==> src/rtl/hold_ctrl_pkg.sv <==
// rtl/hold_ctrl_pkg.sv - shared types and defaults for the hold controller
package hold_ctrl_pkg;

    typedef enum logic [1:0] {
        PAUSED  = 2'b00,
        RUNNING = 2'b01,
        STEP    = 2'b10
    } hold_state_t;

    localparam int DEBOUNCE_CYCLES_DEFAULT = 16;

endpackage

==> src/rtl/hold_ctrl_if.sv <==
// rtl/hold_ctrl_if.sv - button inputs and counter-control outputs of hold_ctrl
interface hold_ctrl_if;

    logic btn_pause;
    logic btn_step;
    logic hold;
    logic running;

    modport master (
        output btn_pause,
        output btn_step,
        input  hold,
        input  running
    );

    modport slave (
        input  btn_pause,
        input  btn_step,
        output hold,
        output running
    );

endinterface

==> src/rtl/hold_ctrl_debounce.sv <==
// rtl/hold_ctrl_debounce.sv - two-flop synchronizer, debouncer and rising-edge press pulse
module debounce
    import hold_ctrl_pkg::*;
#(
    parameter int DEBOUNCE_CYCLES = DEBOUNCE_CYCLES_DEFAULT
) (
    input  logic clk,
    input  logic reset,
    input  logic raw,
    output logic level,
    output logic rise
);

    // The count clears on the flip, so it never needs to hold DEBOUNCE_CYCLES itself.
    localparam int             CNT_W    = $clog2(DEBOUNCE_CYCLES);
    localparam logic [CNT_W-1:0] CNT_LAST = CNT_W'(DEBOUNCE_CYCLES - 1);

    logic             sync1_q;
    logic             sync2_q;
    logic             db_q;
    logic             db_d;
    logic [CNT_W-1:0] cnt_q;
    logic [CNT_W-1:0] cnt_d;
    logic             rise_q;
    logic             rise_d;

    always_comb begin
        db_d   = db_q;
        cnt_d  = '0;
        rise_d = 1'b0;
        if (sync2_q != db_q) begin
            if (cnt_q == CNT_LAST) begin
                db_d   = ~db_q;
                rise_d = ~db_q;
            end else begin
                cnt_d = cnt_q + CNT_W'(1);
            end
        end
    end

    always_ff @(posedge clk) begin
        if (!reset) begin
            sync1_q <= 1'b0;
            sync2_q <= 1'b0;
            db_q    <= 1'b0;
            cnt_q   <= '0;
            rise_q  <= 1'b0;
        end else begin
            sync1_q <= raw;
            sync2_q <= sync1_q;
            db_q    <= db_d;
            cnt_q   <= cnt_d;
            rise_q  <= rise_d;
        end
    end

    assign level = db_q;
    assign rise  = rise_q;

endmodule

==> src/rtl/hold_ctrl.sv <==
// rtl/hold_ctrl.sv - turns debounced pause/step buttons into the counter hold signal
module hold_ctrl
    import hold_ctrl_pkg::*;
#(
    parameter int DEBOUNCE_CYCLES = DEBOUNCE_CYCLES_DEFAULT
) (
    input  logic       clk,
    input  logic       reset,
    hold_ctrl_if.slave bus
);

    logic        pause_rise;
    logic        step_rise;
    logic [1:0]  levels_unused;
    hold_state_t state_q;
    hold_state_t state_d;

    debounce #(.DEBOUNCE_CYCLES(DEBOUNCE_CYCLES)) u_db_pause (
        .clk   (clk),
        .reset (reset),
        .raw   (bus.btn_pause),
        .level (levels_unused[0]),
        .rise  (pause_rise)
    );

    debounce #(.DEBOUNCE_CYCLES(DEBOUNCE_CYCLES)) u_db_step (
        .clk   (clk),
        .reset (reset),
        .raw   (bus.btn_step),
        .level (levels_unused[1]),
        .rise  (step_rise)
    );

    // Pause outranks step when both land in the same cycle; STEP drops anything arriving.
    always_comb begin
        state_d = state_q;
        unique case (state_q)
            PAUSED: begin
                if (pause_rise) begin
                    state_d = RUNNING;
                end else if (step_rise) begin
                    state_d = STEP;
                end
            end
            RUNNING: begin
                if (pause_rise) begin
                    state_d = PAUSED;
                end
            end
            STEP:    state_d = PAUSED;
            default: state_d = PAUSED;
        endcase
    end

    always_ff @(posedge clk) begin
        if (!reset) begin
            state_q <= PAUSED;
        end else begin
            state_q <= state_d;
        end
    end

    assign bus.hold    = (state_q != RUNNING) && (state_q != STEP);
    assign bus.running = (state_q == RUNNING);

endmodule
==> src/flat_wrapper.sv <==
// flat-port wrapper written by rule: the top's interface ports become plain ports
module hold_ctrl_flat import hold_ctrl_pkg::*;
#(
    parameter int DEBOUNCE_CYCLES = DEBOUNCE_CYCLES_DEFAULT
)
  (clk, reset, bus_btn_pause, bus_btn_step, bus_hold, bus_running);
  hold_ctrl_if bus_i ();
  input  logic clk;
  input  logic reset;
  input wire logic [$bits(bus_i.btn_pause)-1:0] bus_btn_pause;
  input wire logic [$bits(bus_i.btn_step)-1:0] bus_btn_step;
  output wire logic [$bits(bus_i.hold)-1:0] bus_hold;
  output wire logic [$bits(bus_i.running)-1:0] bus_running;
  assign bus_i.btn_pause = bus_btn_pause;
  assign bus_i.btn_step = bus_btn_step;
  assign bus_hold = bus_i.hold;
  assign bus_running = bus_i.running;
  hold_ctrl #(.DEBOUNCE_CYCLES(DEBOUNCE_CYCLES)) u_core (.clk(clk), .reset(reset), .bus(bus_i));
endmodule
==> config.mk <==
export PLATFORM = sky130hd
export DESIGN_NAME = hold_ctrl_flat
export DESIGN_NICKNAME = d
export VERILOG_FILES = /design/src/rtl/hold_ctrl_pkg.sv /design/src/rtl/hold_ctrl_if.sv /design/src/rtl/hold_ctrl_debounce.sv /design/src/rtl/hold_ctrl.sv /design/src/flat_wrapper.sv
export SDC_FILE = /design/constraint.sdc
export NUM_CORES = 1
export LEC_CHECK = 0
export CORE_MARGIN = 1.5
export CORE_UTILIZATION = 45
export DETAILED_ROUTE_END_ITERATION = 7
export PLACE_DENSITY = 0.76
export SLEW_MARGIN = 20
export SYNTH_ARGS = -nofsm -noshare
export SYNTH_HDL_FRONTEND = slang
export SYNTH_SLANG_ARGS = --single-unit
==> constraint.sdc <==
create_clock -name clk -period 2.07 [get_ports clk]
set_clock_uncertainty 0.1 [all_clocks]
set_input_delay 0.3105 -clock clk [delete_from_list [all_inputs] [get_ports clk]]
set_output_delay 0.3105 -clock clk [all_outputs]
set_load 0.01 [all_outputs]
==> impl_metrics.csv <==
group,metric,value,unit
clocking,cts.htree.levels,1,
timing,max-slew-margin-rel,75.4,%
placement,dp.cells,88,
placement,preCtsSetupSlack,0.419,ns
clocking,path_clk_slew,0.09,ns
pwr,seqPwrFrac,61.6,%
run_status,status,"finished, final reports clean",
drt,antenna_left,0,
drt,dr.pass1.iters,3,
placement,gp_congestion,0.718,
timing,worstMarginPinSlew,0.368,ns
timing,final_hold_viol_count,0,
cells_and_area,syn2layout_area_growth,14.7,%
clocking,cts-resized-gates,0,
cells_and_area,diodes,0,
timing,fin_crit,1.96,ns
worst_hold_path,holdCritPathClass,"flop to flop",
timing,rsz0062_at_grt,"no",
cells_and_area,stdcell_area,779,um2
pwr,p_int,467,uW
pwr,power.total,573,uW
timing,setup_ws,0.109,ns
worst_setup_path,crit_fanout,3,
grt,grt_max_degree,15,
drt,num_vias,452,
synthesis,yosysWarnings,0,
clocking,clock_latency,0.28,ns
drt,drt-total-wl,897,um
clocking,numClockSinks,18,
placement,port_buffers,5,
clocking,cts_setup_buffers,0,
placement,place_area,743,um2
die,start_util,50.3,%
cells_and_area,fin_cells,92,
pwr,p_comb_share,2.8,%
grt,grt_pass1_wl,1700,um
grt,grt_antenna_before_repair,0,
grt,grt_pass1_vias,426,
synthesis,yosys.cell_types.count,17,
pwr,peakVddDrop,438,uV
drt,drtIter0Drc,2,
drt,wl_per_cell,9.75,um
timing,period_share,94.7,%
worst_setup_path,cp_data_arrival_time,1.55,ns
drt,drcViolationCount,0,
synthesis,syn_inst,69,
job,cap_violations,0,
cells_and_area,fin_nets,86,
timing,max_freq,0.510,GHz
pwr,p_leak,0.000337,uW
die,io-pin-count,6,
pwr,switching_share,18.5,%
synthesis,ys_ff_latch,18,
timing,tns,0,ns
clocking,ctsHoldBuffers,0,
die,die_h,41.9,um
clocking,clockBufferDepth,2,
clocking,cts_made_buffers,3,
pwr,clockPowerShare,35.6,%
worst_setup_path,worstPathRequired,1.66,ns
drt,vias_per_cell,4.91,
die,rows,13,
clocking,cts_tree,"yes",
grt,gr-total-overflow,0,
synthesis,ys_seq_area_share,53.0,%
placement,dp_hpwl,698,um
timing,setup_viol,0,
synthesis,synth_area,679,um2
synthesis,syn-num-nets,77,
die,die_x,41.9,um
clocking,cts-root-buf,"clkbuf_4",
die,fp.dieArea,1750,um2
cells_and_area,drive_above_1_share,7.79,%
worst_setup_path,critical_path_class,"flop to output pin",
worst_setup_path,cp-end-kind,"output pin",
synthesis,postSynthAreaPerCell,9.85,um2
worst_setup_path,start_kind,"flop",
die,core,1350,um2
timing,slew_violations,0,
pwr,switching_power,106,uW
pwr,powerDensity,736,nW/um2
grt,grt.total_usage,13.2,%
==> area by class of cell <==
| cell class | instances | area [um2] |
|---|---|---|
| Clock buffer | 4 | 36.3 |
| Fill cell | 124 | 571 |
| Inverter | 6 | 22.5 |
| Multi-Input combinational cell | 44 | 292 |
| Sequential cell | 18 | 360 |
| Tap cell | 15 | 18.8 |
| Timing Repair Buffer | 5 | 50.0 |
==> through the flow <==
stage	hold WS [ns]	util [%]
6_report	0.340	57.7
5_1_grt	0.361	57.7
4_1_cts	0.347	57.7
3_5_place_dp	0.323	55.1
3_3_place_gp	0.315	55.1
2_1_floorplan	0.312	-
==> cell usage after synthesis <==
| master | n | share of area [%] |
|---|---|---|
| o21ai_0 | 1 | 0.74 |
| and3_2 | 2 | 2.2 |
| nand3_1 | 6 | 4.4 |
| nor4b_1 | 1 | 1.3 |
| and2_1 | 4 | 3.7 |
| mux2i_1 | 2 | 2.9 |
| inv_1 | 6 | 3.3 |
| a21boi_0 | 1 | 1.1 |
| a21oi_1 | 1 | 0.74 |
| nor2b_1 | 4 | 3.7 |
| xor2_1 | 6 | 7.7 |
| dfxtp_1 | 18 | 53 |
| nand2_1 | 3 | 1.7 |
| buf_2 | 1 | 0.74 |
| ha_1 | 4 | 7.4 |
| nor3_1 | 2 | 1.5 |
| nor2_1 | 7 | 3.9 |
==> metal layers <==
layer / global-route usage [%] / wire length, um / vias to the layer above
met5: 0 / 0 / -
met4: 5.81 / 16 / 0
met3: 7.83 / 46 / 2
met2: 20.6 / 431 / 8
met1: 14.2 / 402 / 203
li1: - / - / 239
==> cells in the final DEF (no fill, tap or decap) <==
master	count
a21oi_1	1
clkbuf_4	3
nor2_1	7
clkdlybuf4s50_1	5
xor2_1	6
and2_1	4
nor3_1	2
inv_1	6
o21ai_0	1
nor2b_1	4
dfxtp_1	18
nand3_1	6
a21boi_0	1
and3_2	2
nand2_1	3
ha_1	4
clkbuf_8	1
mux2i_1	2
nor4b_1	1
==> state kept, by name, summed over array words and instances (netlist names) <==
signal and cells:
u_core.u_db_pause.cnt_q 4, u_core.u_db_step.cnt_q 4, u_core.state_q 2, u_core.u_db_pause.level 1
u_core.u_db_pause.rise 1, u_core.u_db_pause.sync1_q 1, u_core.u_db_pause.sync2_q 1, u_core.u_db_step.level 1
u_core.u_db_step.rise 1, u_core.u_db_step.sync1_q 1, u_core.u_db_step.sync2_q 1
==> worst max-delay path, stage by stage, from the launching register on <==
cell and delay, ns:
dfxtp_1 0.36, inv_1 0.05, ha_1 0.29, inv_1 0.06
clkdlybuf4s50_1 0.52
==> logic make-up after synthesis <==
logic type               after synthesis  share of synthesized area, %
flip-flops                            18                          53.0
buffers and inverters                  7                          4.05
AO/OA/AOI/OAI                          3                          2.58
multiplexers                           2                          2.95
XOR/XNOR                               6                          7.73
AND/OR/NAND/NOR                       29                          22.3
adder cells (fa/ha/maj)                4                          7.37
==> power groups by stage <==
stage	registers, uW	logic [uW]	clock network (uW)
floorplan	361	8.85	0
global placement	361	15.7	0
detailed placement	362	16.2	0
CTS	354	16.4	217
global route	354	18.3	228
finish	353	16.0	204
==> worst paths after layout <==
check / start / endpoint / slack, ns / cells after the start
max: u_core.state_q[0] / bus_hold / 0.11 / 4
min: u_core.u_db_step.sync1_q / u_core.u_db_step.sync2_q / 0.34 / 1
max reg2reg: u_core.state_q[0] / u_core.state_q[0] / 0.85 / 5
min reg2reg: u_core.u_db_step.sync1_q / u_core.u_db_step.sync2_q / 0.34 / 1
(Power assumes the default switching activity.)
